## src/rtl/vga_sync_monitor_if.sv

```systemverilog
// Sync inputs and recovered timing/status outputs between a VGA timing source and its monitor.
interface vga_sync_monitor_if;
    logic       pix_ce;
    logic       hSync;
    logic       vSync;
    logic [9:0] pix_x;
    logic [9:0] pix_y;
    logic       active;
    logic       locked;
    logic       h_err;
    logic       v_err;
    logic [3:0] err_count;

    modport master (output pix_ce, hSync, vSync,
                    input  pix_x, pix_y, active, locked, h_err, v_err, err_count);
    modport slave  (input  pix_ce, hSync, vSync,
                    output pix_x, pix_y, active, locked, h_err, v_err, err_count);
endinterface

```

## src/rtl/vga_sync_monitor.sv

```systemverilog
// Receive-side VGA timing checker: measures hSync/vSync against the expected line/frame
// geometry, recovers pixel coordinates and reports lock and error status.
module vga_sync_monitor #(
    parameter int unsigned H_SYNC      = 96,
    parameter int unsigned H_BP        = 48,
    parameter int unsigned H_ACT       = 640,
    parameter int unsigned H_TOTAL     = 800,
    parameter int unsigned V_SYNC      = 2,
    parameter int unsigned V_BP        = 33,
    parameter int unsigned V_ACT       = 480,
    parameter int unsigned V_TOTAL     = 525,
    parameter int unsigned LOCK_FRAMES = 2
) (
    input  logic              ClkPort,
    input  logic              Reset,
    vga_sync_monitor_if.slave bus
);
    localparam logic [9:0] CMAX     = 10'h3FF;
    localparam logic [9:0] H_SYNC_C = 10'(H_SYNC);
    localparam logic [9:0] H_LAST   = 10'(H_TOTAL - 1);
    localparam logic [9:0] H_START  = 10'(H_SYNC + H_BP);
    localparam logic [9:0] H_END    = 10'(H_SYNC + H_BP + H_ACT);
    localparam logic [9:0] V_SYNC_C = 10'(V_SYNC);
    localparam logic [9:0] V_LAST   = 10'(V_TOTAL - 1);
    localparam logic [9:0] V_START  = 10'(V_SYNC + V_BP);
    localparam logic [9:0] V_END    = 10'(V_SYNC + V_BP + V_ACT);
    localparam logic [3:0] LOCK_C   = 4'(LOCK_FRAMES);

    typedef enum logic [1:0] {ACQUIRE, TRACK, LOCKED} state_t;

    state_t     state_q;
    logic       hs_q, hs_p, vs_q, vs_p;
    logic [9:0] hcnt_q, vcnt_q, vlow_q;
    logic       vs_pend_q, line_seen_q, frame_seen_q, frame_bad_q;
    logic [3:0] good_q, err_cnt_q;
    logic       h_err_q, v_err_q, locked_q, active_q;
    logic [9:0] pix_x_q, pix_y_q;

    logic       hfall, hrise, vfall, vrise, frame_edge;
    logic       h_bad, v_bad, bad_now, in_win;
    logic [9:0] hcnt_d, vcnt_d, vlow_d;
    logic [3:0] good_inc;

    always_comb begin
        hfall      = hs_p & ~hs_q;
        hrise      = ~hs_p & hs_q;
        vfall      = vs_p & ~vs_q;
        vrise      = ~vs_p & vs_q;
        // A frame starts on the first hfall at or after a vSync fall.
        frame_edge = hfall & (vs_pend_q | vfall);

        hcnt_d = hfall ? '0 : ((hcnt_q == CMAX) ? CMAX : hcnt_q + 10'd1);
        vcnt_d = vcnt_q;
        if (hfall)
            vcnt_d = frame_edge ? '0 : ((vcnt_q == CMAX) ? CMAX : vcnt_q + 10'd1);

        // Lines begun while vSync is low, including one that starts on the vfall sample.
        vlow_d = vlow_q;
        if (vfall)
            vlow_d = {9'd0, hfall};
        else if (hfall && !vs_q && vlow_q != CMAX)
            vlow_d = vlow_q + 10'd1;

        h_bad   = (hfall & line_seen_q & (hcnt_q != H_LAST)) |
                  (hrise & (hcnt_d != H_SYNC_C));
        v_bad   = (frame_edge & frame_seen_q & (vcnt_q != V_LAST)) |
                  (vrise & (vlow_q != V_SYNC_C));
        bad_now = h_bad | v_bad;

        in_win   = locked_q && (hcnt_q >= H_START) && (hcnt_q < H_END) &&
                   (vcnt_q >= V_START) && (vcnt_q < V_END);
        good_inc = good_q + 4'd1;
    end

    always_ff @(posedge ClkPort or posedge Reset) begin
        if (Reset) begin
            hs_q      <= 1'b1;
            hs_p      <= 1'b1;
            vs_q      <= 1'b1;
            vs_p      <= 1'b1;
            hcnt_q    <= '0;
            vcnt_q    <= '0;
            vlow_q    <= '0;
            vs_pend_q <= 1'b0;
            active_q  <= 1'b0;
            pix_x_q   <= '0;
            pix_y_q   <= '0;
        end else if (bus.pix_ce) begin
            hs_q   <= bus.hSync;
            hs_p   <= hs_q;
            vs_q   <= bus.vSync;
            vs_p   <= vs_q;
            hcnt_q <= hcnt_d;
            vcnt_q <= vcnt_d;
            vlow_q <= vlow_d;
            if (hfall)
                vs_pend_q <= 1'b0;
            else if (vfall)
                vs_pend_q <= 1'b1;
            active_q <= in_win;
            pix_x_q  <= in_win ? hcnt_q - H_START : '0;
            pix_y_q  <= in_win ? vcnt_q - V_START : '0;
        end
    end

    always_ff @(posedge ClkPort or posedge Reset) begin
        if (Reset) begin
            state_q      <= ACQUIRE;
            good_q       <= '0;
            err_cnt_q    <= '0;
            h_err_q      <= 1'b0;
            v_err_q      <= 1'b0;
            locked_q     <= 1'b0;
            line_seen_q  <= 1'b0;
            frame_seen_q <= 1'b0;
            frame_bad_q  <= 1'b0;
        end else if (bus.pix_ce) begin
            if (h_bad) h_err_q <= 1'b1;
            if (v_bad) v_err_q <= 1'b1;
            frame_bad_q <= frame_edge ? 1'b0 : (frame_bad_q | bad_now);
            case (state_q)
                ACQUIRE: begin
                    good_q <= '0;
                    if (frame_edge) begin
                        state_q      <= TRACK;
                        h_err_q      <= 1'b0;
                        v_err_q      <= 1'b0;
                        line_seen_q  <= 1'b1;
                        frame_seen_q <= 1'b1;
                    end
                end
                TRACK: begin
                    // The boundary sample's own checks belong to the frame that is ending.
                    if (frame_edge) begin
                        if (frame_bad_q | bad_now) begin
                            good_q <= '0;
                        end else begin
                            good_q <= good_inc;
                            if (good_inc == LOCK_C) begin
                                state_q  <= LOCKED;
                                locked_q <= 1'b1;
                            end
                        end
                    end
                end
                LOCKED: begin
                    if (bad_now) begin
                        state_q  <= ACQUIRE;
                        locked_q <= 1'b0;
                        if (err_cnt_q != 4'hF) err_cnt_q <= err_cnt_q + 4'd1;
                    end
                end
                default: begin
                    state_q  <= ACQUIRE;
                    locked_q <= 1'b0;
                end
            endcase
        end
    end

    assign bus.pix_x     = pix_x_q;
    assign bus.pix_y     = pix_y_q;
    assign bus.active    = active_q;
    assign bus.locked    = locked_q;
    assign bus.h_err     = h_err_q;
    assign bus.v_err     = v_err_q;
    assign bus.err_count = err_cnt_q;
endmodule
```

## src/flat_wrapper.sv

```systemverilog
// flat-port wrapper written by rule: the top's interface ports become plain ports
module vga_sync_monitor_flat 
#(
    parameter int unsigned H_SYNC      = 96,
    parameter int unsigned H_BP        = 48,
    parameter int unsigned H_ACT       = 640,
    parameter int unsigned H_TOTAL     = 800,
    parameter int unsigned V_SYNC      = 2,
    parameter int unsigned V_BP        = 33,
    parameter int unsigned V_ACT       = 480,
    parameter int unsigned V_TOTAL     = 525,
    parameter int unsigned LOCK_FRAMES = 2
)
  (ClkPort, Reset, bus_pix_ce, bus_hSync, bus_vSync, bus_pix_x, bus_pix_y, bus_active, bus_locked, bus_h_err, bus_v_err, bus_err_count);
  vga_sync_monitor_if bus_i ();
  input  logic ClkPort;
  input  logic Reset;
  input wire logic [$bits(bus_i.pix_ce)-1:0] bus_pix_ce;
  input wire logic [$bits(bus_i.hSync)-1:0] bus_hSync;
  input wire logic [$bits(bus_i.vSync)-1:0] bus_vSync;
  output wire logic [$bits(bus_i.pix_x)-1:0] bus_pix_x;
  output wire logic [$bits(bus_i.pix_y)-1:0] bus_pix_y;
  output wire logic [$bits(bus_i.active)-1:0] bus_active;
  output wire logic [$bits(bus_i.locked)-1:0] bus_locked;
  output wire logic [$bits(bus_i.h_err)-1:0] bus_h_err;
  output wire logic [$bits(bus_i.v_err)-1:0] bus_v_err;
  output wire logic [$bits(bus_i.err_count)-1:0] bus_err_count;
  assign bus_i.pix_ce = bus_pix_ce;
  assign bus_i.hSync = bus_hSync;
  assign bus_i.vSync = bus_vSync;
  assign bus_pix_x = bus_i.pix_x;
  assign bus_pix_y = bus_i.pix_y;
  assign bus_active = bus_i.active;
  assign bus_locked = bus_i.locked;
  assign bus_h_err = bus_i.h_err;
  assign bus_v_err = bus_i.v_err;
  assign bus_err_count = bus_i.err_count;
  vga_sync_monitor #(.H_SYNC(H_SYNC), .H_BP(H_BP), .H_ACT(H_ACT), .H_TOTAL(H_TOTAL), .V_SYNC(V_SYNC), .V_BP(V_BP), .V_ACT(V_ACT), .V_TOTAL(V_TOTAL), .LOCK_FRAMES(LOCK_FRAMES)) u_core (.ClkPort(ClkPort), .Reset(Reset), .bus(bus_i));
endmodule
```

## config.mk

```make
export PLATFORM = sky130hd
export DESIGN_NAME = vga_sync_monitor_flat
export DESIGN_NICKNAME = d
export VERILOG_FILES = /design/src/rtl/vga_sync_monitor_if.sv /design/src/rtl/vga_sync_monitor.sv /design/src/flat_wrapper.sv
export SDC_FILE = /design/constraint.sdc
export NUM_CORES = 1
export LEC_CHECK = 0
export CORE_AREA = 3 3 85 87
export CTS_CLUSTER_SIZE = 40
export DETAILED_ROUTE_END_ITERATION = 6
export DIE_AREA = 0 0 88 90
export HOLD_SLACK_MARGIN = 0.06
export PLACE_DENSITY = 0.81
export REMOVE_ABC_BUFFERS = 1
export SKIP_LAST_GASP = 1
export SYNTH_ARGS = -nofsm -noshare
export SYNTH_HDL_FRONTEND = slang
export SYNTH_SLANG_ARGS = --single-unit
```

## constraint.sdc

```tcl
create_clock -name ClkPort -period 4.78 [get_ports ClkPort]
set_input_delay 1.434 -clock ClkPort [delete_from_list [all_inputs] [get_ports ClkPort]]
set_output_delay 1.434 -clock ClkPort [all_outputs]
set_load 0.05 [all_outputs]
```

==> impl_metrics.py <==
metrics = {
    "status": {
        "status": "completed",
    },
    "clock_network": {
        "htreeDepth": 3,
        "cts_buffer_depth": 2,
        "clk_pin_slew_ns": 0.08,
        "cts_root_buf": "clkbuf_8",
        "cts_tree": "built",
        "cts_setup_buffers": 0,
        "worstSkewPairLatency_ns": 0.35,
        "cts_sinks": 71,
        "cts_resized": 0,
        "numCtsBuffers": 9,
        "cts_hold_buffers": 0,
    },
    "logic_synthesis": {
        "yosysTopAreaCell": "dfrtp_1",
        "synth_area_per_cell_um2": 9.29,
        "synth-edff-count": 0,
        "ys_async_sr_fraction_pct": 100,
        "synth_xor_area_share_pct": 4.48,
        "synth.area.mux_share_pct": 1.07,
        "syn_area_mm2": 0.00411,
        "synth_top_area_share_pct": 40.8,
        "yosys-top-cells-count": "67 x dfrtp_1, 40 x a21oi_1, 37 x nor2_1",
        "synth_seq_area_share_pct": 43.4,
        "synthDistinctLibCells": 62,
        "ys_ff_latch": 71,
        "synth_ff_type": "dfrtp_1",
        "ys.warnings.count": 0,
        "synth_compound_area_share_pct": 21.9,
        "synthTopCellsByArea": "dfrtp_1 41%, a21oi_1 4.9%, o2bb2ai_1 4.5%, ha_1 3.7%, o21ai_0 3.5%",
        "yosysMostFrequentCell": "dfrtp_1",
        "syn_inst": 442,
        "synth_top_family_by_area": "compound AO/OA/AOI/OAI gates",
        "synthAdderAreaFrac_pct": 3.66,
        "synthSimpleGateAreaFrac_pct": 20.6,
    },
    "critical_path": {
        "crit_required_ns": 5.02,
        "reg2reg_slack_ns": 2.01,
        "arrival_ns": 3.84,
        "critPathCaptureType": "flop",
        "cp-start-kind": "input port",
        "critPathKind": "in -> reg",
        "r2r-end": "u_core.bus.pix_x[1]",
        "worstPathMaxFanout": 21,
        "r2r-start": "u_core.hcnt_q[4]",
        "r2r_cells": 6,
    },
    "power_and_ir_drop": {
        "p_clk_share_pct": 34.8,
        "power.internal_w": 0.00114,
        "worst_ir_drop_vdd_mv": 0.261,
        "swShare_pct": 32.5,
        "p_seq_share_pct": 45.0,
        "power.density_mw_per_mm2": 362,
        "leakagePower_nw": 1.95,
        "p_switching_w": 0.000551,
        "combinationalPowerShare_pct": 20.2,
    },
    "place": {
        "placed_area_mm2": 0.00444,
        "dp.final_hpwl_mm": 6.42,
        "gp_congestion": 0.900,
        "dp_slack_ns": 0.893,
        "io_buffers": 32,
    },
    "worst_hold_path": {
        "min_path_type": "reg -> reg",
        "min_to": "u_core.bus.pix_y[9]",
        "min-delay-start": "u_core.bus.pix_y[9]",
        "hold_depth": 1,
    },
    "global_routing": {
        "grt_start_max_net_pins": 39,
        "grt_pass1_vias": 3221,
        "grt_pass1_wl_mm": 15.9,
        "antenna_found_initial": 0,
        "overflow": 0,
        "grt_usage_pct": 24.9,
    },
    "final_layout": {
        "area_delta_synth_final_pct": 14.1,
        "fin_area_mm2": 0.00468,
        "fin_nets": 481,
        "num_antenna_cells": 0,
        "drive_above_1_share_pct": 8.74,
    },
    "floorplan": {
        "die_w_um": 88,
        "initial_core_util_pct": 63.9,
        "row_count": 29,
        "dieArea_mm2": 0.00792,
        "coreArea_mm2": 0.00642,
        "die_h_um": 90,
        "io_pins": 33,
    },
    "timing": {
        "worst_slew_pin_slew_ns": 1.03,
        "max_freq_ghz": 0.278,
        "finalCritPeriodShare_pct": 75.3,
        "timing_hold_violations_final": 0,
        "setup_violations": 0,
        "fin_ws_ns": 1.18,
        "slew_headroom_pct": 30.9,
        "rsz0062_at_grt": "no",
        "tns_ns": 0,
        "fin_skew_ns": 0.00623,
        "period_minus_slack_ns": 3.60,
        "slew_viol_final": 0,
    },
    "route": {
        "vias": 3529,
        "post_drt_wl_per_cell_um": 17.3,
        "initialDrtViolationCount": 242,
        "finalWirelength_mm": 9.43,
        "drc": 0,
        "postRouteAntennaNets": 0,
        "dr.pass1.iters": 5,
        "via_per_inst": 6.46,
    },
    "run": {
        "drv_cap": 0,
    },
}
layout make-up:
cell class | count | area, um2
clock buffer | 9 | 124
clock inverter | 7 | 120
fill | 477 | 1740
inverter | 22 | 82.6
multi-input combinational | 323 | 2120
sequential | 71 | 1780
tap | 77 | 96.3
timing repair buffer | 37 | 358
how the worst max path moves through the flow:
stage	start	depth (start not counted)	end	slack, ns
floorplan	Reset	1	u_core.bus.active	1.56
global placement	bus_pix_ce	4	u_core.bus.pix_x[0]	1.01
detailed placement	bus_pix_ce	4	u_core.bus.pix_x[4]	0.89
CTS	bus_pix_ce	4	u_core.bus.pix_x[1]	1.24
global route	bus_pix_ce	4	u_core.bus.pix_y[1]	0.99
finish	bus_pix_ce	4	u_core.bus.pix_x[1]	1.18
cell usage in the layout (no fill, tap or decap), types with 4 or more instances in the layout:
| cell type | count |
|---|---|
| a21oi_1 | 40 |
| a31oi_1 | 5 |
| and2_1 | 4 |
| and3_1 | 4 |
| buf_4 | 5 |
| clkbuf_8 | 9 |
| clkdlybuf4s50_1 | 32 |
| dfrtp_1 | 67 |
| dfstp_2 | 4 |
| ha_1 | 12 |
| inv_1 | 21 |
| nand2_1 | 31 |
| nand2b_1 | 6 |
| nand3_1 | 22 |
| nand4_1 | 13 |
| nor2_1 | 37 |
| nor2b_1 | 4 |
| nor3_1 | 5 |
| nor4_1 | 4 |
| o211ai_1 | 5 |
| o21ai_0 | 29 |
| o2bb2ai_1 | 21 |
| o31ai_1 | 4 |
| or3_1 | 4 |
| xnor2_1 | 11 |
| xor2_1 | 10 |
worst max-delay path, stage by stage:
cell and delay (ns):
clkdlybuf4s50_1 0.86, buf_4 0.29, nand4_1 0.80, o2bb2ai_1 0.45
power by group through the flow:
| stage | clock network, W | logic, W | registers [W] |
|---|---|---|---|
| after floorplan | 0 | 0.000237 | 0.000766 |
| after global routing | 0.000619 | 0.000391 | 0.000774 |
| after detailed placement | 0 | 0.000343 | 0.000771 |
| after CTS | 0.000594 | 0.000346 | 0.000760 |
| after global placement | 0 | 0.000333 | 0.000768 |
| final | 0.000589 | 0.000343 | 0.000763 |
state kept, by name, summed over array words and instances (netlist names):
register	flops
u_core.line_seen_q	1
u_core.hcnt_q	10
u_core.state_q	2
u_core.vs_pend_q	1
u_core.vcnt_q	10
u_core.bus.err_count	4
u_core.bus.h_err	1
u_core.good_q	4
u_core.bus.pix_y	10
u_core.hs_p	1
u_core.vs_p	1
u_core.bus.v_err	1
u_core.bus.locked	1
u_core.bus.pix_x	10
u_core.vs_q	1
u_core.hs_q	1
u_core.vlow_q	10
u_core.frame_bad_q	1
u_core.bus.active	1
stage by stage:
stage | instances | total power [W] | utilization (%) | hold slack (ns)
2_1_floorplan | 416 | 0.00100 | - | 0.499
3_3_place_gp | 530 | 0.00110 | 69.1 | 0.469
3_5_place_dp | 530 | 0.00111 | 69.1 | 0.472
4_1_cts | 546 | 0.00170 | 72.9 | 0.493
5_1_grt | 546 | 0.00178 | 72.9 | 0.503
6_report | 546 | 0.00170 | 72.9 | 0.485
metal layers:
metal	wire length [um]	track usage (%)	vias to the layer above	part of all wire (%)
met5	0	0	-	0
met3	436	3.02	13	4.6
met1	4270	36.4	1728	45
met4	138	7.80	0	1.5
li1	-	-	1658	-
met2	4590	38.3	130	49
logic make-up after synthesis:
logic type,Yosys count
AND/OR/NAND/NOR,154
adder cells (fa/ha/maj),12
flip-flops,71
AO/OA/AOI/OAI,132
multiplexers,4
buffers and inverters,48
XOR/XNOR,21
No activity file was read; power rests on OpenSTA's default activity.
